===== config.mk =====
export PLATFORM = sky130hd
export DESIGN_NAME = alu_vector_responder_flat
export DESIGN_NICKNAME = d
export VERILOG_FILES = /design/src/rtl/alu_vector_responder_pkg.sv /design/src/rtl/alu_vector_responder_if.sv /design/src/rtl/ALU.sv /design/src/rtl/ALUdec.sv /design/src/rtl/alu_resp_fifo.sv /design/src/rtl/alu_vector_responder.sv /design/src/flat_wrapper.sv
export SDC_FILE = /design/constraint.sdc
export NUM_CORES = 1
export LEC_CHECK = 0
export ABC_AREA = 1
export CAP_MARGIN = 20
export CORE_MARGIN = 2
export CORE_UTILIZATION = 50
export DETAILED_ROUTE_END_ITERATION = 12
export PLACE_DENSITY = 0.72
export SLEW_MARGIN = 25
export SYNTH_ARGS = -nofsm -noshare
export SYNTH_HDL_FRONTEND = slang
export SYNTH_HIERARCHICAL = 1
export SYNTH_SLANG_ARGS = --single-unit

===== constraint.sdc =====
create_clock -name clk -period 3.57 [get_ports clk]
set_clock_uncertainty 0.2 [all_clocks]
set_input_delay 0.357 -clock clk [delete_from_list [all_inputs] [get_ports clk]]
set_output_delay 0.357 -clock clk [all_outputs]
set_load 0.02 [all_outputs]

===== src/rtl/alu_vector_responder_pkg.sv =====
// Shared ALU constants: RV32 opcode/funct3 encodings and the ALU operation enum.
// Used by ALUdec, ALU and the alu_vector_responder top.
package alu_vector_responder_pkg;

    localparam logic [6:0] OPC_ARI_RTYPE = 7'b0110011;
    localparam logic [6:0] OPC_ARI_ITYPE = 7'b0010011;
    localparam logic [6:0] OPC_LUI       = 7'b0110111;
    localparam logic [6:0] OPC_AUIPC     = 7'b0010111;
    localparam logic [6:0] OPC_JAL       = 7'b1101111;
    localparam logic [6:0] OPC_JALR      = 7'b1100111;
    localparam logic [6:0] OPC_BRANCH    = 7'b1100011;
    localparam logic [6:0] OPC_LOAD      = 7'b0000011;
    localparam logic [6:0] OPC_STORE     = 7'b0100011;

    localparam logic [2:0] FNC_ADD_SUB = 3'b000;
    localparam logic [2:0] FNC_SLL     = 3'b001;
    localparam logic [2:0] FNC_SLT     = 3'b010;
    localparam logic [2:0] FNC_SLTU    = 3'b011;
    localparam logic [2:0] FNC_XOR     = 3'b100;
    localparam logic [2:0] FNC_SRL_SRA = 3'b101;
    localparam logic [2:0] FNC_OR      = 3'b110;
    localparam logic [2:0] FNC_AND     = 3'b111;

    typedef enum logic [3:0] {
        ALU_ADD, ALU_SUB, ALU_SLL, ALU_SLT, ALU_SLTU, ALU_XOR,
        ALU_SRL, ALU_SRA, ALU_OR, ALU_AND, ALU_COPY_B, ALU_XXX
    } alu_op_e;

endpackage


===== src/rtl/alu_vector_responder_if.sv =====
// Request/response bus of alu_vector_responder; master = vector source/sink, slave = responder.
// With ALU_RESP_CHECK_EN defined the bus also carries the expected-result check signals.
interface alu_vector_responder_if #(
    parameter int TAG_W = 8
) ();
    logic             req_valid;
    logic             req_ready;
    logic [6:0]       req_opcode;
    logic [2:0]       req_funct;
    logic             req_add_rshift_type;
    logic [31:0]      req_a;
    logic [31:0]      req_b;
    logic [TAG_W-1:0] req_tag;
    logic             resp_valid;
    logic             resp_ready;
    logic [31:0]      resp_data;
    logic [TAG_W-1:0] resp_tag;
`ifdef ALU_RESP_CHECK_EN
    logic [31:0]      req_expected;
    logic             resp_mismatch;
    logic [15:0]      err_count;
`endif

    modport master (
        output req_valid, req_opcode, req_funct, req_add_rshift_type, req_a, req_b, req_tag,
        input  req_ready, resp_valid, resp_data,
`ifdef ALU_RESP_CHECK_EN
        output req_expected,
        input  resp_mismatch, err_count,
`endif
        output resp_ready,
        input  resp_tag
    );

    modport slave (
        input  req_valid, req_opcode, req_funct, req_add_rshift_type, req_a, req_b, req_tag,
        output req_ready, resp_valid, resp_data,
`ifdef ALU_RESP_CHECK_EN
        input  req_expected,
        output resp_mismatch, err_count,
`endif
        input  resp_ready,
        output resp_tag
    );
endinterface


===== src/rtl/ALU.sv =====
// 32-bit RV32 ALU, arithmetic modulo 2^32, shift amount taken from b[4:0].
module ALU
    import alu_vector_responder_pkg::*;
(
    input  logic [31:0] a,
    input  logic [31:0] b,
    input  alu_op_e     alu_op,
    output logic [31:0] result
);
    always_comb begin
        result = 32'd0;
        case (alu_op)
            ALU_ADD:    result = a + b;
            ALU_SUB:    result = a - b;
            ALU_SLL:    result = a << b[4:0];
            ALU_SLT:    result = {31'd0, $signed(a) < $signed(b)};
            ALU_SLTU:   result = {31'd0, a < b};
            ALU_XOR:    result = a ^ b;
            ALU_SRL:    result = a >> b[4:0];
            ALU_SRA:    result = $unsigned($signed(a) >>> b[4:0]);
            ALU_OR:     result = a | b;
            ALU_AND:    result = a & b;
            ALU_COPY_B: result = b;
            default:    result = 32'd0;
        endcase
    end
endmodule


===== src/rtl/ALUdec.sv =====
// Decodes RV32 opcode/funct3/instr[30] into an ALU operation.
// Unknown opcodes decode to ALU_XXX, which the ALU turns into a zero result.
module ALUdec
    import alu_vector_responder_pkg::*;
(
    input  logic [6:0] opcode,
    input  logic [2:0] funct,
    input  logic       add_rshift_type,
    output alu_op_e    alu_op
);
    always_comb begin
        alu_op = ALU_XXX;
        case (opcode)
            OPC_ARI_RTYPE, OPC_ARI_ITYPE: begin
                case (funct)
                    // ADDI has no subtract form; instr[30] is immediate data there.
                    FNC_ADD_SUB: alu_op = (opcode == OPC_ARI_RTYPE && add_rshift_type) ? ALU_SUB : ALU_ADD;
                    FNC_SLL:     alu_op = ALU_SLL;
                    FNC_SLT:     alu_op = ALU_SLT;
                    FNC_SLTU:    alu_op = ALU_SLTU;
                    FNC_XOR:     alu_op = ALU_XOR;
                    FNC_SRL_SRA: alu_op = add_rshift_type ? ALU_SRA : ALU_SRL;
                    FNC_OR:      alu_op = ALU_OR;
                    FNC_AND:     alu_op = ALU_AND;
                    default:     alu_op = ALU_XXX;
                endcase
            end
            OPC_LUI:                           alu_op = ALU_COPY_B;
            OPC_AUIPC, OPC_JAL, OPC_JALR,
            OPC_BRANCH, OPC_LOAD, OPC_STORE:   alu_op = ALU_ADD;
            default:                           alu_op = ALU_XXX;
        endcase
    end
endmodule


===== src/rtl/alu_resp_fifo.sv =====
// Synchronous FIFO with combinational head output; DEPTH must be a power of two >= 2.
module alu_resp_fifo #(
    parameter int WIDTH = 40,
    parameter int DEPTH = 4
) (
    input  logic                   clk,
    input  logic                   rst_n,
    input  logic                   push,
    input  logic [WIDTH-1:0]       push_data,
    input  logic                   pop,
    output logic [$clog2(DEPTH):0] count,
    output logic [WIDTH-1:0]       head
);
    localparam int AW = $clog2(DEPTH);

    logic [WIDTH-1:0] mem [DEPTH];
    logic [AW-1:0]    wr_ptr_q, wr_ptr_d, rd_ptr_q, rd_ptr_d;
    logic [AW:0]      count_q, count_d;
    logic             do_pop;

    assign do_pop = pop && (count_q != '0);

    always_comb begin
        wr_ptr_d = wr_ptr_q;
        rd_ptr_d = rd_ptr_q;
        count_d  = count_q;
        if (push)   wr_ptr_d = wr_ptr_q + 1'b1;
        if (do_pop) rd_ptr_d = rd_ptr_q + 1'b1;
        if (push && !do_pop)      count_d = count_q + 1'b1;
        else if (!push && do_pop) count_d = count_q - 1'b1;
    end

    always_ff @(posedge clk or negedge rst_n) begin
        if (!rst_n) begin
            wr_ptr_q <= '0;
            rd_ptr_q <= '0;
            count_q  <= '0;
        end else begin
            wr_ptr_q <= wr_ptr_d;
            rd_ptr_q <= rd_ptr_d;
            count_q  <= count_d;
        end
    end

    always_ff @(posedge clk) begin
        if (push) mem[wr_ptr_q] <= push_data;
    end

    assign count = count_q;
    assign head  = mem[rd_ptr_q];
endmodule


===== src/rtl/alu_vector_responder.sv =====
// ALU test-vector responder: S1 request register -> ALUdec/ALU -> in-order response FIFO.
// Define ALU_RESP_CHECK_EN to carry an expected result and count popped mismatches.
module alu_vector_responder
    import alu_vector_responder_pkg::*;
#(
    parameter int RESP_DEPTH = 4,
    parameter int TAG_W      = 8
) (
    input  logic                 clk,
    input  logic                 rst_n,
    alu_vector_responder_if.slave bus
);
    localparam int CW = $clog2(RESP_DEPTH) + 1;
`ifdef ALU_RESP_CHECK_EN
    localparam int FW = 64 + TAG_W;
`else
    localparam int FW = 32 + TAG_W;
`endif

    logic             s1_valid_q, s1_valid_d;
    logic [6:0]       s1_opcode_q, s1_opcode_d;
    logic [2:0]       s1_funct_q, s1_funct_d;
    logic             s1_type_q, s1_type_d;
    logic [31:0]      s1_a_q, s1_a_d, s1_b_q, s1_b_d;
    logic [TAG_W-1:0] s1_tag_q, s1_tag_d;
    alu_op_e          alu_op;
    logic [31:0]      alu_result;
    logic [CW-1:0]    count;
    logic [FW-1:0]    push_data, head;
    logic             accept, pop;
`ifdef ALU_RESP_CHECK_EN
    logic [31:0]      s1_expected_q, s1_expected_d;
    logic [15:0]      err_count_q, err_count_d;
`endif

    // S1 reserves its FIFO slot at accept time, so a same-cycle pop is deliberately not credited.
    assign bus.req_ready = (count + CW'(s1_valid_q)) < CW'(RESP_DEPTH);
    assign accept        = bus.req_valid && bus.req_ready;

    always_comb begin
        s1_valid_d  = accept;
        s1_opcode_d = s1_opcode_q;
        s1_funct_d  = s1_funct_q;
        s1_type_d   = s1_type_q;
        s1_a_d      = s1_a_q;
        s1_b_d      = s1_b_q;
        s1_tag_d    = s1_tag_q;
`ifdef ALU_RESP_CHECK_EN
        s1_expected_d = s1_expected_q;
`endif
        if (accept) begin
            s1_opcode_d = bus.req_opcode;
            s1_funct_d  = bus.req_funct;
            s1_type_d   = bus.req_add_rshift_type;
            s1_a_d      = bus.req_a;
            s1_b_d      = bus.req_b;
            s1_tag_d    = bus.req_tag;
`ifdef ALU_RESP_CHECK_EN
            s1_expected_d = bus.req_expected;
`endif
        end
    end

    always_ff @(posedge clk or negedge rst_n) begin
        if (!rst_n) s1_valid_q <= 1'b0;
        else        s1_valid_q <= s1_valid_d;
    end

    always_ff @(posedge clk) begin
        s1_opcode_q <= s1_opcode_d;
        s1_funct_q  <= s1_funct_d;
        s1_type_q   <= s1_type_d;
        s1_a_q      <= s1_a_d;
        s1_b_q      <= s1_b_d;
        s1_tag_q    <= s1_tag_d;
`ifdef ALU_RESP_CHECK_EN
        s1_expected_q <= s1_expected_d;
`endif
    end

    ALUdec u_aludec (
        .opcode          (s1_opcode_q),
        .funct           (s1_funct_q),
        .add_rshift_type (s1_type_q),
        .alu_op          (alu_op)
    );

    ALU u_alu (
        .a      (s1_a_q),
        .b      (s1_b_q),
        .alu_op (alu_op),
        .result (alu_result)
    );

`ifdef ALU_RESP_CHECK_EN
    assign push_data = {s1_expected_q, alu_result, s1_tag_q};
`else
    assign push_data = {alu_result, s1_tag_q};
`endif

    alu_resp_fifo #(.WIDTH(FW), .DEPTH(RESP_DEPTH)) u_fifo (
        .clk       (clk),
        .rst_n     (rst_n),
        .push      (s1_valid_q),
        .push_data (push_data),
        .pop       (pop),
        .count     (count),
        .head      (head)
    );

    assign bus.resp_valid = (count != '0);
    assign bus.resp_data  = head[TAG_W +: 32];
    assign bus.resp_tag   = head[TAG_W-1:0];
    assign pop            = bus.resp_valid && bus.resp_ready;

`ifdef ALU_RESP_CHECK_EN
    assign bus.resp_mismatch = (head[FW-1 -: 32] != head[TAG_W +: 32]);

    always_comb begin
        err_count_d = err_count_q;
        if (pop && bus.resp_mismatch && (err_count_q != 16'hFFFF))
            err_count_d = err_count_q + 16'd1;
    end

    always_ff @(posedge clk or negedge rst_n) begin
        if (!rst_n) err_count_q <= 16'd0;
        else        err_count_q <= err_count_d;
    end

    assign bus.err_count = err_count_q;
`endif
endmodule


===== src/flat_wrapper.sv =====
// flat-port wrapper written by rule: the top's interface ports become plain ports
module alu_vector_responder_flat import alu_vector_responder_pkg::*;
#(
    parameter int RESP_DEPTH = 4,
    parameter int TAG_W      = 8
)
  (clk, rst_n, bus_req_valid, bus_req_opcode, bus_req_funct, bus_req_add_rshift_type, bus_req_a, bus_req_b, bus_req_tag, bus_req_ready, bus_resp_valid, bus_resp_data, bus_resp_ready, bus_resp_tag);
  alu_vector_responder_if #(.TAG_W(TAG_W)) bus_i ();
  input  logic clk;
  input  logic rst_n;
  input wire logic [$bits(bus_i.req_valid)-1:0] bus_req_valid;
  input wire logic [$bits(bus_i.req_opcode)-1:0] bus_req_opcode;
  input wire logic [$bits(bus_i.req_funct)-1:0] bus_req_funct;
  input wire logic [$bits(bus_i.req_add_rshift_type)-1:0] bus_req_add_rshift_type;
  input wire logic [$bits(bus_i.req_a)-1:0] bus_req_a;
  input wire logic [$bits(bus_i.req_b)-1:0] bus_req_b;
  input wire logic [$bits(bus_i.req_tag)-1:0] bus_req_tag;
  output wire logic [$bits(bus_i.req_ready)-1:0] bus_req_ready;
  output wire logic [$bits(bus_i.resp_valid)-1:0] bus_resp_valid;
  output wire logic [$bits(bus_i.resp_data)-1:0] bus_resp_data;
  input wire logic [$bits(bus_i.resp_ready)-1:0] bus_resp_ready;
  output wire logic [$bits(bus_i.resp_tag)-1:0] bus_resp_tag;
  assign bus_i.req_valid = bus_req_valid;
  assign bus_i.req_opcode = bus_req_opcode;
  assign bus_i.req_funct = bus_req_funct;
  assign bus_i.req_add_rshift_type = bus_req_add_rshift_type;
  assign bus_i.req_a = bus_req_a;
  assign bus_i.req_b = bus_req_b;
  assign bus_i.req_tag = bus_req_tag;
  assign bus_req_ready = bus_i.req_ready;
  assign bus_resp_valid = bus_i.resp_valid;
  assign bus_resp_data = bus_i.resp_data;
  assign bus_i.resp_ready = bus_resp_ready;
  assign bus_resp_tag = bus_i.resp_tag;
  alu_vector_responder #(.RESP_DEPTH(RESP_DEPTH), .TAG_W(TAG_W)) u_core (.clk(clk), .rst_n(rst_n), .bus(bus_i));
endmodule

==> reports/results.tsv, run 1 <==
stage	metric	value	unit
outcome	outcome	completed	
sta	Highest Clock Rate	287.4	MHz
cts	CTS root buffer	clkbuf_16	
die	Placeable Area	0.03973	sq mm
global_routing	global-route usage over all layers	0.3770	
synth	Post-Syn Instances	2885	
critical_path	crit-path most repeated cell	nand2_1	
hold_path	worst hold path endpoint	u_core/s1_funct_q[2]	
sta	relative slew slack	0.4496	
die	chip height	204.5	um
critical_path	reg-to-reg slack, setup	0.09	ns
route	1st-iter DRT viols	2611	
synth	synthesis warning total	6	
global_routing	number of global-route vias before repair	19310	
critical_path	cell count of the worst reg-to-reg path	17	
critical_path	delay-heaviest family, CP	simple AND/OR/NAND/NOR gates	
route	Vias	20650	
sta	setup tns final	0	ns
synth	number of synthesized flops with an enable pin	243	
power	Leakage	11.23	nW
layout	Layout area overhead	15.26	%
layout	Antenna diodes	0	
synth	area of the mapped netlist	0.02011	sq mm
global_routing	initial antenna violation count	2	
critical_path	Levels on crit path	17	
sta	RSZ-0062 raised after global routing	no	
critical_path	Worst Setup End Kind	register	
global_routing	first-pass GRT wire length	117.1	mm
critical_path	crit path max-delay cell type	edfxtp_1	
die	Initial Util	0.5061	
hold_path	Hold WC Path Type	in2reg	
critical_path	Buf/Inv on CP	4	
critical_path	crit path kind	reg2reg	
route	TritonRoute pass-1 iters	6	
place	HPWL Detailed	63.16	mm
job	Max-Cap Viols	0	
synth	Syn Area/Cell	6.970	sq um
route	routed wire length	79.18	mm
place	routability cong.	1.085	
critical_path	CP Cell Sequence	inv_1, nand2_1, o21ai_0, nand3_1, nand2_1, nand2_1, inv_2, nor2_2, nand2_2, buf_4, nor2_1, nor3_1, nand2_1, inv_1, nand2_1, nor2_1, nand3_1	
critical_path	CP required	3.63	ns
layout	final net count	3219	
synth	Top FF cell, synth	edfxtp_1	
route	drt wl/cell	22.18	um
sta	Hold Vio Cnt, Final	0	
sta	fin crit share	0.9748	
power	worst-case vdd ir drop	408.8	uV
critical_path	largest stage delay on the critical path	0.42	ns
cts	CTS clock-pin slew for the worst setup and hold paths	0.06	ns
critical_path	Startpoint Class	register	
power	Power Dens Cells	713.0	mW/mm^2
synth	syn_nets	3080	
global_routing	grt total ovfl	0	
critical_path	Critical R2R Capture	u_core/u_fifo/mem[0][30]	
die	I/O pin total	129	
cts	Clock Sinks	251	
layout	layout cell share with drive strength beyond 1	0.07028	
sta	final slew viol count	0	
die	Die Span X	204.5	um
place	IO buf count	128	
critical_path	worst reg2reg path startpoint	u_core/s1_opcode_q[3]	
synth	FFs w/ async S/R, synth	0.03187	
cts	clock latency on the worst-skew pair	0.59	ns
route	ANT nets after route	0	
sta	Worst-Margin Slew	0.8237	ns
synth	sequential share of the synthesized area	0.3728	
hold_path	hold_sp	bus_req_funct[2]	
sta	Final Setup Violations	0	
synth	Netlist cell types	45	
global_routing	largest net degree at the start of global routing	75	
die	Die ar.	0.04184	sq mm
synth	flops & latches, synth	251	
route	vias per cell	5.785	
cts	CTS tree	done	
cts	clk buf depth	3	
critical_path	critical path arrival	3.54	ns
sta	Final Critical Period	3.480	ns
hold_path	worst hold path depth	1	
route	remaining routing DRC violations	0	
power	Power Total	16.52	mW
cts	clock buffer count from CTS	28	
cts	htree depth	1	
die	FP Rows	73	
critical_path	crit path max fanout	11	
## cell type report
cell class	count	area, sq um
Clock inverter	17	151.4
Multi-Input combinational cell	2067	10310
Clock buffer	34	723.2
Fill cell	3719	16550
Timing Repair Buffer	236	2182
Sequential cell	251	7497
Tap cell	525	656.9
Inverter	440	1657
## through the flow
stage	hold slack, ns	std cells	utilization	instance area [sq um]	setup WS, ns
final	0.1152	3570	0.5833	23180	0.09007
after detailed placement	0.2809	3518	0.5608	22280	0.006700
after CTS	0.09694	3570	0.5832	23170	0.03119
after global routing	0.1057	3570	0.5833	23180	0.01990
after floorplan	-0.1386	2885	-	20110	0.1236
after global placement	0.2665	3518	0.5608	22280	-0.008158
## routing by layer
metal	part of all wire	global-route usage	routed length, um
met1	0.41	0.5077	32410
met5	0	0	0
met4	0.057	0.1910	4552
met3	0.094	0.05966	7452
met2	0.44	0.5887	34770
## worst max-delay path by stage
stage / startpoint / end / slack (ns)
global route: u_core/s1_funct_q[0] / u_core/u_fifo/mem[2][30] / 0.02
detailed placement: u_core/s1_a_q[23] / u_core/u_fifo/mem[3][34] / 0.007
global placement: u_core/s1_a_q[23] / u_core/u_fifo/mem[0][34] / -0.008
CTS: u_core/s1_opcode_q[3] / u_core/u_fifo/mem[0][30] / 0.03
finish: u_core/s1_opcode_q[3] / u_core/u_fifo/mem[0][30] / 0.09
floorplan: u_core/u_fifo/count[0] / u_core/s1_a_q[0] / 0.12
## registers in the layout, indices dropped and copies added, names as in the netlist, 3 cells and up
name                 flops
u_core/s1_opcode_q       7
u_core/s1_a_q           32
u_core/s1_tag_q          8
u_core/u_fifo/mem      160
u_core/s1_b_q           32
u_core/u_fifo/count      3
u_core/s1_funct_q        3
## placed cells by master, fill, tap and decap left out, types with 3 or more instances in the layout
master | netlist | final
nand2_1 | 939 | 938
and2_1 | 16 | 16
nand3b_1 | 3 | 3
clkinv_1 | 2 | 6
a21oi_1 | 61 | 61
clkdlybuf4s50_1 | 0 | 128
nor3_1 | 22 | 20
buf_4 | 5 | 100
nand2_2 | 4 | 5
fa_1 | 3 | 3
inv_6 | 0 | 3
nor2_2 | 10 | 9
clkinv_2 | 0 | 5
nand4_1 | 27 | 27
xor2_1 | 3 | 3
a31oi_1 | 3 | 3
nor2_4 | 3 | 4
inv_2 | 21 | 22
clkbuf_1 | 25 | 6
o22ai_1 | 26 | 26
buf_12 | 0 | 7
o21bai_1 | 8 | 8
clkbuf_16 | 0 | 28
nand3_1 | 425 | 425
inv_1 | 416 | 414
o211ai_1 | 81 | 81
ha_1 | 105 | 105
a21boi_0 | 4 | 4
or2_2 | 3 | 3
nor2_1 | 213 | 213
nor4_1 | 3 | 3
dfrtp_1 | 8 | 8
o211ai_2 | 19 | 19
edfxtp_1 | 243 | 243
o21ai_0 | 65 | 65
o21ai_1 | 9 | 9
## synth_stat cells (2+ instances only)
cell      number  area, sq um
clkinv_1       2        7.510
a21boi_0       4        30.03
fa_1           3        60.06
o21ai_0       65        325.3
nand3_1      425         2127
nor2_2        10        62.56
xor2_1         3        26.28
buf_2         75        375.4
ha_1         105         1314
nand3b_1       3        22.52
o211ai_1      81        608.1
o21bai_1       8        60.06
o22ai_1       26        162.7
buf_6         10        112.6
or2_2          3        18.77
nand4_1       27        168.9
edfxtp_1     243         7297
and2_1        16        100.1
inv_2         21        78.83
nor2_1       213        799.5
nand2_1      939         3525
a21oi_1       61        305.3
dfrtp_1        8        200.2
buf_4          5        37.54
a31oi_1        3        18.77
buf_1         11        41.29
clkbuf_1      25        93.84
and3_1         2        12.51
nor2_4         3        33.78
inv_1        416         1562
or2_0          2        12.51
nor4_1         3        18.77
nor3_1        22        110.1
o21ai_1        9        45.04
nand2_2        4        25.02
a211oi_1       2        15.01
o211ai_2      19        237.7
## power by group
part	leakage, nW	internal [mW]	switching [mW]
sequential	2.38	4.07	0.356
combinational	8.42	2.93	6.42
clock	0.425	1.53	1.22
## kinds of logic (layout without fill, tap and decap cells)
logic type      after synthesis  count (layout)  synth area share
xor+xnor                      4               4          0.001742
fa+ha+maj                   108             108           0.06832
compound gates              282             282           0.09153
simple gates               1673            1673            0.3502
flops                       251             251            0.3728
buf+inv                     567             727            0.1154
## what timing repair did
item | CTS | global route
endpoints found under the setup margin | 4 | 8
hold buffers | 1 | 0
hold endpoints to repair | 8 | 0
setup buffers | 0 | 0
gates resized for setup | 1 | 2
Note: power is estimated with default switching activity, not from simulation.
==> inputs of run 2 (changes only) <==
--- a/config.mk
+++ b/config.mk
@@ -6,7 +6,6 @@
 export NUM_CORES = 1
 export LEC_CHECK = 0
 export ABC_AREA = 1
-export CAP_MARGIN = 20
 export CORE_MARGIN = 2
 export CORE_UTILIZATION = 50
 export DETAILED_ROUTE_END_ITERATION = 12
==> results of run 2 <==
Same layout as run 1: the final DEF is identical, and so are final timing and power.
